## src/rtl/bcd_count_ctrl_if.sv

```systemverilog
// Command, digit and status bundle between the run/lap controller and its environment.
// Signal prefixes are from the controller's point of view (i_ into it, o_ out of it).
interface bcd_count_ctrl_if;
   logic       i_start_stop;
   logic       i_clear;
   logic       i_lap;
   logic [3:0] i_q0;
   logic [3:0] i_q1;
   logic [3:0] i_q2;
   logic       i_tc;
   logic       o_inc;
   logic       o_cnt_clr;
   logic [3:0] o_disp0;
   logic [3:0] o_disp1;
   logic [3:0] o_disp2;
   logic       o_running;
   logic       o_lap_active;
   logic       o_done;
   logic       o_overflow;

   modport master (
      input  i_start_stop, i_clear, i_lap, i_q0, i_q1, i_q2, i_tc,
      output o_inc, o_cnt_clr, o_disp0, o_disp1, o_disp2,
             o_running, o_lap_active, o_done, o_overflow
   );

   modport slave (
      output i_start_stop, i_clear, i_lap, i_q0, i_q1, i_q2, i_tc,
      input  o_inc, o_cnt_clr, o_disp0, o_disp1, o_disp2,
             o_running, o_lap_active, o_done, o_overflow
   );
endinterface

```

## src/rtl/bcd_count_ctrl.sv

```systemverilog
// Run/pause/clear/lap controller for a 3-digit BCD counter; wrap-at-999 via BCD_COUNT_CTRL_WRAP_EN.
// Latency: every output registered; first inc TICK_DIV cycles after start, then every TICK_DIV.
// Backpressure: none; commands are single-cycle pulses, same-cycle priority clear > start_stop > lap.
module bcd_count_ctrl #(
   parameter int TICK_DIV = 100000
) (
   input logic             i_clk,
   input logic             i_reset,
   bcd_count_ctrl_if.master ctrl_if
);

   localparam int PW = $clog2(TICK_DIV);
   localparam logic [PW-1:0] P_LAST = PW'(TICK_DIV - 1);

   typedef enum logic [1:0] {
      ST_IDLE  = 2'd0,
      ST_RUN   = 2'd1,
      ST_PAUSE = 2'd2,
      ST_DONE  = 2'd3
   } state_t;

   state_t          r_state;
   logic [PW-1:0]   r_presc;
   logic            r_inc;
   logic            r_cnt_clr;
   logic            r_running;
   logic            r_done;
   logic            r_lap_active;
   logic            r_overflow;
   logic [3:0]      r_disp0;
   logic [3:0]      r_disp1;
   logic [3:0]      r_disp2;

   state_t          w_state_n;
   logic [PW-1:0]   w_presc_cur;
   logic [PW-1:0]   w_presc_n;
   logic            w_slot;
   logic            w_tick;
   logic            w_inc_n;
   logic            w_cnt_clr_n;
   logic            w_lap_n;
   logic            w_ovf_n;

`ifndef BCD_COUNT_CTRL_WRAP_EN
   logic            w_at_max;
   logic            w_unused_tc;

   assign w_at_max    = (ctrl_if.i_q0 == 4'd9) && (ctrl_if.i_q1 == 4'd9) && (ctrl_if.i_q2 == 4'd9);
   assign w_unused_tc = ctrl_if.i_tc;
`endif

   // IDLE always holds a zero prescaler, but the start cycle itself is counted as slot 0.
   assign w_presc_cur = (r_state == ST_IDLE) ? '0 : r_presc;

   always_comb begin
      w_state_n   = r_state;
      w_presc_n   = r_presc;
      w_slot      = 1'b0;
      w_tick      = 1'b0;
      w_inc_n     = 1'b0;
      w_cnt_clr_n = 1'b0;
      w_lap_n     = r_lap_active;
      w_ovf_n     = r_overflow;

      if (ctrl_if.i_clear) begin
         w_state_n   = ST_IDLE;
         w_presc_n   = '0;
         w_cnt_clr_n = 1'b1;
         w_lap_n     = 1'b0;
         w_ovf_n     = 1'b0;
      end else begin
         case (r_state)
            ST_IDLE: begin
               if (ctrl_if.i_start_stop) begin
                  w_state_n = ST_RUN;
                  w_slot    = 1'b1;
               end
            end
            ST_RUN: begin
               if (ctrl_if.i_start_stop) begin
                  w_state_n = ST_PAUSE;
               end else begin
                  w_slot = 1'b1;
                  if (ctrl_if.i_lap) w_lap_n = ~r_lap_active;
               end
            end
            ST_PAUSE: begin
               if (ctrl_if.i_start_stop) begin
                  w_state_n = ST_RUN;
                  w_slot    = 1'b1;
               end else if (ctrl_if.i_lap) begin
                  w_lap_n = ~r_lap_active;
               end
            end
            ST_DONE: begin
               w_state_n = ST_DONE;
            end
            default: begin
               w_state_n = ST_IDLE;
            end
         endcase

         if (w_slot) begin
            if (w_presc_cur == P_LAST) begin
               w_presc_n = '0;
               w_tick    = 1'b1;
            end else begin
               w_presc_n = w_presc_cur + 1'b1;
            end
         end

`ifdef BCD_COUNT_CTRL_WRAP_EN
         if (w_tick) w_inc_n = 1'b1;
         if (ctrl_if.i_tc) w_ovf_n = 1'b1;
`else
         // At 999 the tick is swallowed and the run ends instead of wrapping.
         if (w_tick) begin
            if (w_at_max) begin
               w_state_n = ST_DONE;
            end else begin
               w_inc_n = 1'b1;
            end
         end
`endif
      end
   end

   always_ff @(posedge i_clk) begin
      if (i_reset) begin
         r_state      <= ST_IDLE;
         r_presc      <= '0;
         r_inc        <= 1'b0;
         r_cnt_clr    <= 1'b1;
         r_running    <= 1'b0;
         r_done       <= 1'b0;
         r_lap_active <= 1'b0;
         r_overflow   <= 1'b0;
         r_disp0      <= 4'd0;
         r_disp1      <= 4'd0;
         r_disp2      <= 4'd0;
      end else begin
         r_state      <= w_state_n;
         r_presc      <= w_presc_n;
         r_inc        <= w_inc_n;
         r_cnt_clr    <= w_cnt_clr_n;
         r_running    <= (w_state_n == ST_RUN);
         r_done       <= (w_state_n == ST_DONE);
         r_lap_active <= w_lap_n;
         r_overflow   <= w_ovf_n;
         // The cycle lap rises still sees the old flag low, so it captures the live digits.
         if (!r_lap_active) begin
            r_disp0 <= ctrl_if.i_q0;
            r_disp1 <= ctrl_if.i_q1;
            r_disp2 <= ctrl_if.i_q2;
         end
      end
   end

   assign ctrl_if.o_inc        = r_inc;
   assign ctrl_if.o_cnt_clr    = r_cnt_clr;
   assign ctrl_if.o_running    = r_running;
   assign ctrl_if.o_done       = r_done;
   assign ctrl_if.o_lap_active = r_lap_active;
   assign ctrl_if.o_overflow   = r_overflow;
   assign ctrl_if.o_disp0      = r_disp0;
   assign ctrl_if.o_disp1      = r_disp1;
   assign ctrl_if.o_disp2      = r_disp2;

endmodule
```

## src/flat_wrapper.sv

```systemverilog
// flat-port wrapper written by rule: the top's interface ports become plain ports
module bcd_count_ctrl_flat 
#(
   parameter int TICK_DIV = 100000
)
  (i_clk, i_reset, ctrl_if_i_start_stop, ctrl_if_i_clear, ctrl_if_i_lap, ctrl_if_i_q0, ctrl_if_i_q1, ctrl_if_i_q2, ctrl_if_i_tc, ctrl_if_o_inc, ctrl_if_o_cnt_clr, ctrl_if_o_disp0, ctrl_if_o_disp1, ctrl_if_o_disp2, ctrl_if_o_running, ctrl_if_o_lap_active, ctrl_if_o_done, ctrl_if_o_overflow);
  bcd_count_ctrl_if ctrl_if_i ();
  input logic i_clk;
  input logic i_reset;
  input wire logic [$bits(ctrl_if_i.i_start_stop)-1:0] ctrl_if_i_start_stop;
  input wire logic [$bits(ctrl_if_i.i_clear)-1:0] ctrl_if_i_clear;
  input wire logic [$bits(ctrl_if_i.i_lap)-1:0] ctrl_if_i_lap;
  input wire logic [$bits(ctrl_if_i.i_q0)-1:0] ctrl_if_i_q0;
  input wire logic [$bits(ctrl_if_i.i_q1)-1:0] ctrl_if_i_q1;
  input wire logic [$bits(ctrl_if_i.i_q2)-1:0] ctrl_if_i_q2;
  input wire logic [$bits(ctrl_if_i.i_tc)-1:0] ctrl_if_i_tc;
  output wire logic [$bits(ctrl_if_i.o_inc)-1:0] ctrl_if_o_inc;
  output wire logic [$bits(ctrl_if_i.o_cnt_clr)-1:0] ctrl_if_o_cnt_clr;
  output wire logic [$bits(ctrl_if_i.o_disp0)-1:0] ctrl_if_o_disp0;
  output wire logic [$bits(ctrl_if_i.o_disp1)-1:0] ctrl_if_o_disp1;
  output wire logic [$bits(ctrl_if_i.o_disp2)-1:0] ctrl_if_o_disp2;
  output wire logic [$bits(ctrl_if_i.o_running)-1:0] ctrl_if_o_running;
  output wire logic [$bits(ctrl_if_i.o_lap_active)-1:0] ctrl_if_o_lap_active;
  output wire logic [$bits(ctrl_if_i.o_done)-1:0] ctrl_if_o_done;
  output wire logic [$bits(ctrl_if_i.o_overflow)-1:0] ctrl_if_o_overflow;
  assign ctrl_if_i.i_start_stop = ctrl_if_i_start_stop;
  assign ctrl_if_i.i_clear = ctrl_if_i_clear;
  assign ctrl_if_i.i_lap = ctrl_if_i_lap;
  assign ctrl_if_i.i_q0 = ctrl_if_i_q0;
  assign ctrl_if_i.i_q1 = ctrl_if_i_q1;
  assign ctrl_if_i.i_q2 = ctrl_if_i_q2;
  assign ctrl_if_i.i_tc = ctrl_if_i_tc;
  assign ctrl_if_o_inc = ctrl_if_i.o_inc;
  assign ctrl_if_o_cnt_clr = ctrl_if_i.o_cnt_clr;
  assign ctrl_if_o_disp0 = ctrl_if_i.o_disp0;
  assign ctrl_if_o_disp1 = ctrl_if_i.o_disp1;
  assign ctrl_if_o_disp2 = ctrl_if_i.o_disp2;
  assign ctrl_if_o_running = ctrl_if_i.o_running;
  assign ctrl_if_o_lap_active = ctrl_if_i.o_lap_active;
  assign ctrl_if_o_done = ctrl_if_i.o_done;
  assign ctrl_if_o_overflow = ctrl_if_i.o_overflow;
  bcd_count_ctrl #(.TICK_DIV(TICK_DIV)) u_core (.i_clk(i_clk), .i_reset(i_reset), .ctrl_if(ctrl_if_i));
endmodule
```

## config.mk

```make
export PLATFORM = sky130hd
export DESIGN_NAME = bcd_count_ctrl_flat
export DESIGN_NICKNAME = d
export VERILOG_FILES = /design/src/rtl/bcd_count_ctrl_if.sv /design/src/rtl/bcd_count_ctrl.sv /design/src/flat_wrapper.sv
export SDC_FILE = /design/constraint.sdc
export NUM_CORES = 1
export LEC_CHECK = 0
export ABC_AREA = 1
export CORE_ASPECT_RATIO = 1.1
export CORE_MARGIN = 4
export CORE_UTILIZATION = 30
export DETAILED_ROUTE_END_ITERATION = 8
export PLACE_DENSITY = 0.54
export SETUP_SLACK_MARGIN = 0.02
export SYNTH_ARGS = -nofsm -noshare
export SYNTH_HDL_FRONTEND = slang
export SYNTH_SLANG_ARGS = --single-unit
```

## constraint.sdc

```tcl
create_clock -name i_clk -period 1.93 [get_ports i_clk]
set_input_delay 0.579 -clock i_clk [delete_from_list [all_inputs] [get_ports i_clk]]
set_output_delay 0.579 -clock i_clk [all_outputs]
set_load 0.02 [all_outputs]
```

==> flow_metrics.env, run 1 <==
export IMPL_p_seq_share_pct=50.1
export IMPL_worst_path_stages=1
export IMPL_cpPeakStageDelay_ns=0.62
export IMPL_holdPathStages=2
export IMPL_intPower_mw=1.12
export IMPL_drv_slew=0
export IMPL_die_area_sq_um=8370
export IMPL_cts_buffer_depth=2
export IMPL_worstSetupStartpointType="flip-flop"
export IMPL_io_buffers=33
export IMPL_hold_end="u_core.ctrl_if.o_disp1[3]$_SDFFE_PP0N_"
export IMPL_cts_tree="done"
export IMPL_netlist_top_cells_area="dfxtp_1 (34%), nand2_1 (15%), a21oi_1 (6.9%)"
export IMPL_nets=378
export IMPL_cts_inserted_buffers=5
export IMPL_coreArea_sq_um=6670
export IMPL_busiest_layer="met2"
export IMPL_drv_cap=0
export IMPL_grt_pass1_vias=1940
export IMPL_clock_fmax_mhz=547
export IMPL_hold_buffers=0
export IMPL_clock_latency_ns=0.29
export IMPL_synth_nets=330
export IMPL_hp_start="u_core.ctrl_if.o_disp1[3]$_SDFFE_PP0N_"
export IMPL_avgSynthCellArea_sq_um=6.78
export IMPL_synthArstFlopShare_pct=0
export IMPL_worst_path_max_fanout=2
export IMPL_syn_area_sq_um=2090
export IMPL_gr_total_overflow=0
export IMPL_crit_path_end_kind="output pin"
export IMPL_crit_required_ns=1.35
export IMPL_place_area_sq_um=2620
export IMPL_place_congestion=0.792
export IMPL_yosysWarningCount=0
export IMPL_grt_max_degree=19
export IMPL_setup_ws_ns=0.102
export IMPL_clkPwrFrac_pct=33.9
export IMPL_place_ws_ns=-0.106
export IMPL_fin_worst_skew_ns=0.00325
export IMPL_crit_type="flip-flop to output pin"
export IMPL_hp_class="flip-flop to flip-flop"
export IMPL_h_tree_depth=2
export IMPL_crit_family="buffers and inverters"
export IMPL_finalSetupTns_ns=0
export IMPL_grt_usage_pct=12.9
export IMPL_rows=31
export IMPL_wire_per_inst_um=11.6
export IMPL_grt_pass1_wl_um=8580
export IMPL_grt_use_met3_pct=5.19
export IMPL_outcome="completed"
export IMPL_met2_usage_pct=22.6
export IMPL_whs_ns=0.465
export IMPL_ir_worst_vdd_mv=0.341
export IMPL_regToRegSetupSlack_ns=0.14
export IMPL_path_cells="clkdlybuf4s50_1"
export IMPL_yosysSeqAreaShare_pct=34.5
export IMPL_period_share_pct=94.7
export IMPL_r2r_cells=13
export IMPL_reg2reg_from="u_core.r_state[0]$_SDFF_PP0_"
export IMPL_fp_dieW_um=87.6
export IMPL_num_antenna_cells=0
export IMPL_stdcell_count=438
export IMPL_netSwitchingPower_mw=0.422
export IMPL_start_util_pct=31.3
export IMPL_ant_nets=0
export IMPL_reg2reg_to="u_core.ctrl_if.o_done$_SDFF_PP0_"
export IMPL_antenna_found_initial=0
export IMPL_path_clk_slew_ns=0.07
export IMPL_final_common_cell="nand2_1"
export IMPL_ioPinCount=36
export IMPL_first_iter_violations=89
export IMPL_die_h_um=95.5
export IMPL_layout_drive_gt1_share_pct=17.7
export IMPL_first_pass_iters=4
export IMPL_final_cell_mix="nand2_1 (85), inv_1 (34), dfxtp_1 (34)"
export IMPL_pwr_share_comb_pct=15.9
export IMPL_cp_arrival_ns=1.25
export IMPL_dp_cells=429
export IMPL_final_cell_area_sq_um=2730
export IMPL_viasPerCell=4.60
export IMPL_synth_top_area_share_pct=34.5
export IMPL_ys_ff_latch=36
export IMPL_cp_buffers_inverters=1
export IMPL_hold_viol=0
export IMPL_synth_distinct_cells=37
export IMPL_synth_top_cell_by_area="dfxtp_1"
export IMPL_rsz0062_at_grt="no"
export IMPL_area_growth_pct=30.5
export IMPL_cpMaxStageDelayCell="clkdlybuf4s50_1"
export IMPL_routed_via_count=2016
export IMPL_switching_share_pct=27.3
export IMPL_setup_viol=0
export IMPL_numClockSinks=36
export IMPL_met1_usage_pct=14.4
export IMPL_drc=0
export IMPL_synth_edff_count=0
export IMPL_p_per_area_nw_per_um2=565
export IMPL_routed_wirelength_um=5070
export IMPL_cts_root_buffer="clkbuf_8"
export IMPL_hpwl_um=3770
export IMPL_synth_main_ff_cell="dfxtp_1"
export IMPL_fin_crit_ns=1.83
export IMPL_p_leak_nw=1.10
export IMPL_syn_inst=308
## cells in the mapped netlist (2+ instances only)
| library cell | count |
|---|---|
| nand2_1 | 85 |
| dfxtp_1 | 36 |
| inv_1 | 36 |
| nor2_1 | 32 |
| a21oi_1 | 29 |
| nand3_1 | 22 |
| nor2_4 | 8 |
| nand2_2 | 6 |
| nor2_2 | 5 |
| clkbuf_1 | 4 |
| ha_1 | 4 |
| nand2_4 | 4 |
| nand4_1 | 4 |
| o21ai_0 | 4 |
| nor3_1 | 3 |
| a211oi_1 | 2 |
| buf_2 | 2 |
| inv_2 | 2 |
| nand3_2 | 2 |
## per-layer routing
metal | part of all wire [%] | vias to the layer above
li1 | - | 1074
met1 | 44 | 891
met2 | 48 | 45
met3 | 6.5 | 6
met4 | 1.5 | 0
met5 | 0 | -
## kinds of logic after synthesis
| family | Yosys count | share of synthesized area, % |
|---|---|---|
| and+or+nand+nor | 176 | 41.4 |
| buffers and inverters | 50 | 10.6 |
| AOI/OAI and AO/OA | 39 | 10.1 |
| DFF | 36 | 34.5 |
| adders and majority gates | 4 | 2.40 |
| xor gates and xnor gates | 2 | 0.838 |
| other | 1 | 0.179 |
## sequential cells by signal, indices dropped and copies added (netlist names), 2 cells and up
name and count:
u_core.ctrl_if.o_disp1 4, u_core.r_state 2, u_core.r_presc 17, u_core.ctrl_if.o_disp2 4
u_core.ctrl_if.o_disp0 4
## what timing repair did
item / in CTS / in global routing
endpoints found under the setup margin: 0 / 18
resized for setup: 0 / 4
setup buffers: 0 / 1
## power groups by stage
| stage | clock network (mW) | logic, mW | registers [mW] |
|---|---|---|---|
| finish | 0.523 | 0.246 | 0.773 |
| CTS | 0.550 | 0.246 | 0.773 |
| global placement | 0 | 0.243 | 0.790 |
| global route | 0.580 | 0.265 | 0.776 |
| detailed placement | 0 | 0.246 | 0.790 |
| floorplan | 0 | 0.103 | 0.812 |
## through the flow
stage / power [mW] / util, %
6_report: 1.54 / 40.9
5_1_grt: 1.62 / 40.9
4_1_cts: 1.57 / 40.5
3_5_place_dp: 1.04 / 39.3
3_3_place_gp: 1.03 / 39.3
2_1_floorplan: 0.915 / -
## layout make-up
cell class                      count  area (sq um)
Inverter                           41           158
Sequential cell                    36           723
Fill cell                         720          3940
Clock buffer                        5          68.8
Multi-Input combinational cell    223          1190
Tap cell                           82           103
Timing Repair Buffer               49           475
Clock inverter                      2          12.5
## how the worst max path moves through the flow
stage                                                start                          endpoint  slack [ns]
CTS                           u_core.r_state[1]$_SDFF_PP0_  u_core.ctrl_if.o_done$_SDFF_PP0_        0.04
global placement                      ctrl_if_i_start_stop  u_core.ctrl_if.o_done$_SDFF_PP0_       -0.09
floorplan                     u_core.r_state[0]$_SDFF_PP0_  u_core.ctrl_if.o_done$_SDFF_PP0_        0.02
global route                  u_core.r_state[0]$_SDFF_PP0_  u_core.ctrl_if.o_done$_SDFF_PP0_        0.02
detailed placement                    ctrl_if_i_start_stop   u_core.r_presc[15]$_SDFFE_PP0N_       -0.11
finish              u_core.ctrl_if.o_disp0[1]$_SDFFE_PP0N_                ctrl_if_o_disp0[1]        0.10
(Power assumes the default switching activity.)
==> run 2: changes to the inputs <==
Settings changed: CORE_UTILIZATION 30 to 48, PLACE_DENSITY 0.54 to 0.78.
==> run 2 against run 1 <==
Setup slack got worse by 0.0063 ns. Via count increased by 1.2%. First-iteration DRC count increased by 16%. Wire length decreased by 0.71%. Count of clock-buffer cells in the layout unchanged. Register-to-register slack got worse by 0.02 ns. Combinational power decreased by 3%. Final cell count decreased by 7.1%. Critical endpoint is now ctrl_if_o_disp2[1]. Sequential share of layout area increased by 0.48 points. Global-route usage increased by 5.9 points.
==> flow_metrics.env, run 2 (synthesis results as in run 1) <==
export IMPL_ir_worst_vdd_mv=0.503
export IMPL_hpwl_um=3730
export IMPL_num_antenna_cells=0
export IMPL_p_leak_nw=1.09
export IMPL_setup_viol=0
export IMPL_numClockSinks=36
export IMPL_crit_family="buffers and inverters"
export IMPL_grt_pass1_wl_um=8280
export IMPL_setup_ws_ns=0.0962
export IMPL_first_pass_iters=4
export IMPL_grt_usage_pct=18.7
export IMPL_cts_inserted_buffers=5
export IMPL_whs_ns=0.468
export IMPL_grt_pass1_vias=1930
export IMPL_rows=24
export IMPL_outcome="completed"
export IMPL_drc=0
export IMPL_grt_max_degree=18
export IMPL_multi_input_area_sq_um=1200
export IMPL_place_area_sq_um=2550
export IMPL_place_congestion=0.831
export IMPL_start_util_pct=51.2
export IMPL_final_cell_mix="nand2_1 (85), dfxtp_1 (34), inv_1 (33), clkdlybuf4s50_1 (33)"
export IMPL_gr_total_overflow=0
export IMPL_drv_cap=0
export IMPL_reg2reg_from="u_core.r_state[0]$_SDFF_PP0_"
export IMPL_routed_via_count=2041
export IMPL_die_h_um=77.2
export IMPL_regArea_sq_um=726
export IMPL_rsz0062_at_grt="no"
export IMPL_stdcell_count=407
export IMPL_cts_root_buffer="clkbuf_8"
export IMPL_cp_arrival_ns=1.25
export IMPL_first_iter_violations=103
export IMPL_crit_required_ns=1.35
export IMPL_antenna_found_initial=0
export IMPL_cts_tree="done"
export IMPL_clock_fmax_mhz=545
export IMPL_regToRegSetupSlack_ns=0.12
export IMPL_hp_class="flip-flop to flip-flop"
export IMPL_clock_latency_ns=0.29
export IMPL_h_tree_depth=2
export IMPL_ioPinCount=36
export IMPL_routed_wirelength_um=5030
export IMPL_r2r_cells=13
export IMPL_viasPerCell=5.01
export IMPL_utilization_pct=65.8
export IMPL_p_per_area_nw_per_um2=571
export IMPL_cp_buffers_inverters=1
export IMPL_hold_buffers=0
export IMPL_reg2reg_to="u_core.ctrl_if.o_done$_SDFF_PP0_"
export IMPL_hp_start="u_core.ctrl_if.o_disp2[3]$_SDFFE_PP0N_"
export IMPL_final_common_cell="nand2_1"
export IMPL_hold_end="u_core.ctrl_if.o_disp2[3]$_SDFFE_PP0N_"
export IMPL_crit_path_end_kind="output pin"
export IMPL_path_clk_slew_ns=0.07
export IMPL_die_area_sq_um=5470
export IMPL_cpMaxStageDelayCell="clkdlybuf4s50_1"
export IMPL_fin_total_pwr_mw=1.53
export IMPL_io_buffers=33
export IMPL_fin_worst_skew_ns=0.00865
export IMPL_hold_viol=0
export IMPL_area_growth_pct=28.7
export IMPL_path_cells="clkdlybuf4s50_1"
export IMPL_place_ws_ns=-0.0759
export IMPL_crit_type="flip-flop to output pin"
export IMPL_fin_crit_ns=1.83
export IMPL_ant_nets=0
export IMPL_num_fill_cells=383
export IMPL_period_share_pct=95.0
export IMPL_worstSetupStartpointType="flip-flop"
export IMPL_final_cell_area_sq_um=2690
export IMPL_fp_dieW_um=70.9
export IMPL_largest_register="u_core.r_presc"
export IMPL_holdPathStages=2
export IMPL_worst_path_max_fanout=2
export IMPL_dp_cells=396
export IMPL_layout_drive_gt1_share_pct=18.6
export IMPL_finalSetupTns_ns=0
export IMPL_cts_buffer_depth=2
export IMPL_wire_per_inst_um=12.4
export IMPL_nets=377
export IMPL_drv_slew=0
export IMPL_coreArea_sq_um=4080
export IMPL_cpPeakStageDelay_ns=0.61
export IMPL_largest_register_ffs=17
[run 2: where the power goes]
group          internal, mW  leakage [nW]  switching, mW  total (mW)
registers             0.763         0.295         0.0112       0.774
clock network         0.244        0.0400          0.277       0.521
logic                 0.108         0.757          0.132       0.239
[run 2: repair_timing]
action                                  4_1_cts  5_1_grt
pin swaps                                     1        6
cloned                                        0        1
setup buffers                                 0        3
endpoints found under the setup margin        2       20
resized for setup                             0       11
[run 2: area by class of cell]
cell class / instances / area share (%)
clock buffers: 5 / 2.56
clock inverters: 2 / 0.465
inverters: 41 / 5.86
multi-input cells: 223 / 44.6
flip-flops and latches: 36 / 27.0
well taps: 52 / 2.42
repair buffers: 48 / 17.1
[run 2: how the worst max path moves through the flow]
stage	from	endpoint	slack, ns	cells after the start
2_1_floorplan	u_core.r_state[0]$_SDFF_PP0_	u_core.ctrl_if.o_done$_SDFF_PP0_	0.02	14
4_1_cts	u_core.r_state[0]$_SDFF_PP0_	u_core.r_presc[10]$_SDFFE_PP0N_	0.01	12
3_5_place_dp	ctrl_if_i_start_stop	u_core.r_presc[3]$_SDFFE_PP0N_	-0.08	7
5_1_grt	u_core.r_state[0]$_SDFF_PP0_	u_core.ctrl_if.o_done$_SDFF_PP0_	0.009	13
6_report	u_core.ctrl_if.o_disp2[1]$_SDFFE_PP0N_	ctrl_if_o_disp2[1]	0.1	1
3_3_place_gp	ctrl_if_i_start_stop	u_core.r_presc[3]$_SDFFE_PP0N_	-0.04	7
[run 2: per-layer routing]
layer	part of all wire [%]	vias to the layer above	global-route usage [%]
met5	0	-	0
met4	1.7	0	6.20
met3	7.0	8	6.67
met2	50	52	34.1
met1	41	918	19.6
li1	-	1063	-
==> run 3: changes to the inputs <==
Settings changed: CORE_UTILIZATION 48 to 53, PLACE_DENSITY 0.78 to 0.82.
Clock period 1.93 ns to 2.02 ns, I/O delays scaled along.
==> run 3 against run 2 <==
Via count fell by 1.8%. Clock power is 2% higher. Total power shrank 2.7%. Worst hold slack better by 0.0015 ns. Sequential power is 4.5% lower. Utilization is 5.6 points higher. Highest routed layer unchanged. Design area fell by 1.4%. Sequential share of layout area rose by 0.33 points.
==> flow_metrics.env, run 3 (synthesis results as in run 1) <==
export IMPL_ant_nets=0
export IMPL_die_h_um=73.9
export IMPL_grt_pass1_vias=1883
export IMPL_drv_slew=0
export IMPL_clock_latency_ns=0.29
export IMPL_num_antenna_cells=0
export IMPL_cts_root_buffer="clkbuf_8"
export IMPL_final_cell_mix="nand2_1 (85), dfxtp_1 (35), inv_1 (34)"
export IMPL_hp_class="flip-flop to flip-flop"
export IMPL_io_buffers=33
export IMPL_utilization_pct=71.4
export IMPL_crit_type="flip-flop to flip-flop"
export IMPL_layout_drive_gt1_share_pct=17.0
export IMPL_cts_tree="done"
export IMPL_viasPerCell=4.99
export IMPL_cts_buffer_depth=2
export IMPL_grt_pass1_wl_um=8110
export IMPL_area_growth_pct=26.9
export IMPL_drc=0
export IMPL_grt_usage_pct=20.9
export IMPL_crit_family="simple AND/OR/NAND/NOR gates"
export IMPL_period_share_pct=92.7
export IMPL_place_congestion=0.901
export IMPL_clock_fmax_mhz=534
export IMPL_routed_wirelength_um=4810
export IMPL_path_clk_slew_ns=0.07
export IMPL_routed_via_count=2004
export IMPL_post_cts_buffers=0
export IMPL_fin_worst_skew_ns=0.00562
export IMPL_path_cells="inv_1, ha_4, inv_4, nand2_1, inv_2, ha_4, nand4_4, inv_2, nand2_2, nor2_4, nand3_2, and2_4, nor2_2"
export IMPL_wire_per_inst_um=12.0
export IMPL_hold_viol=0
export IMPL_final_cell_area_sq_um=2650
export IMPL_start_util_pct=56.3
export IMPL_hpwl_um=3460
export IMPL_cp_buffers_inverters=4
export IMPL_cts_resized=0
export IMPL_largest_register_ffs=17
export IMPL_largest_register="u_core.r_presc"
export IMPL_ir_worst_vdd_mv=0.435
export IMPL_rows=23
export IMPL_fin_crit_ns=1.87
export IMPL_first_pass_iters=4
export IMPL_cpPeakStageDelay_ns=0.36
export IMPL_met2_usage_pct=34.8
export IMPL_cpMaxStageDelayCell="dfxtp_4"
export IMPL_drv_cap=0
export IMPL_final_common_cell="nand2_1"
export IMPL_numClockSinks=36
export IMPL_rsz0062_at_grt="no"
export IMPL_grt_max_degree=20
export IMPL_place_area_sq_um=2500
export IMPL_hold_buffers=0
export IMPL_p_leak_nw=1.08
export IMPL_nets=373
export IMPL_met1_usage_pct=25.3
export IMPL_busiest_layer="met2"
export IMPL_antenna_found_initial=0
export IMPL_worst_path_max_fanout=5
export IMPL_h_tree_depth=2
export IMPL_whs_ns=0.470
export IMPL_fp_dieW_um=67.9
export IMPL_p_per_area_nw_per_um2=563
export IMPL_cp_arrival_ns=2.10
export IMPL_grt_use_met3_pct=6.73
export IMPL_worstSetupStartpointType="flip-flop"
export IMPL_crit_path_end_kind="flip-flop"
export IMPL_outcome="completed"
export IMPL_first_iter_violations=117
export IMPL_gr_total_overflow=0
export IMPL_setup_viol=0
export IMPL_coreArea_sq_um=3710
export IMPL_regToRegSetupSlack_ns=0.15
export IMPL_crit_required_ns=2.25
export IMPL_ioPinCount=36
export IMPL_die_area_sq_um=5010
export IMPL_cts_inserted_buffers=5
-- run 3: metrics by stage --
step,std cells,setup WS (ns),setup TNS [ns],power (mW)
detailed placement,393,-0.0346,-0.0971,0.969
CTS,401,0.0303,0,1.50
global route,402,0.00681,0,1.56
global placement,393,0.0224,0,0.966
finish,402,0.147,0,1.49
floorplan,308,0.0371,0,0.872
-- run 3: worst paths after layout --
kind,endpoint,start,depth (start not counted)
max,u_core.ctrl_if.o_done$_SDFF_PP0_,u_core.r_state[0]$_SDFF_PP0_,13
min,u_core.ctrl_if.o_disp1[0]$_SDFFE_PP0N_,u_core.ctrl_if.o_disp1[0]$_SDFFE_PP0N_,2
max reg2reg,u_core.ctrl_if.o_done$_SDFF_PP0_,u_core.r_state[0]$_SDFF_PP0_,13
min reg2reg,u_core.ctrl_if.o_disp1[0]$_SDFFE_PP0N_,u_core.ctrl_if.o_disp1[0]$_SDFFE_PP0N_,2
-- run 3: final cells by class --
| cell class | count | area, sq um |
|---|---|---|
| inverters | 41 | 158 |
| well taps | 50 | 62.6 |
| repair buffers | 44 | 417 |
| clock inverters | 2 | 10.0 |
| multi-input cells | 223 | 1200 |
| flip-flops and latches | 36 | 724 |
| fillers | 311 | 1060 |
| clock buffers | 6 | 82.6 |
-- run 3: metal layers --
metal	wire (um)	share of wire [%]
met1	2070	43
met2	2350	49
met3	327	6.8
met4	61	1.3
met5	0	0
-- run 3: power breakdown --
| group | internal, mW | switching, mW | total, mW | leakage [nW] |
|---|---|---|---|---|
| clock | 0.272 | 0.260 | 0.532 | 0.0510 |
| sequential | 0.729 | 0.0108 | 0.739 | 0.295 |
| combinational | 0.0990 | 0.123 | 0.222 | 0.729 |
| total | 1.10 | 0.393 | 1.49 | 1.08 |
-- run 3: worst register-to-register path, stage by stage, from the launching register on --
cell,delay (ns)
dfxtp_4,0.36
inv_1,0.08
ha_4,0.19
inv_4,0.05
nand2_1,0.06
inv_2,0.07
ha_4,0.15
nand4_4,0.14
inv_2,0.08
nand2_2,0.07
nor2_4,0.19
nand3_2,0.12
and2_4,0.16
nor2_2,0.08
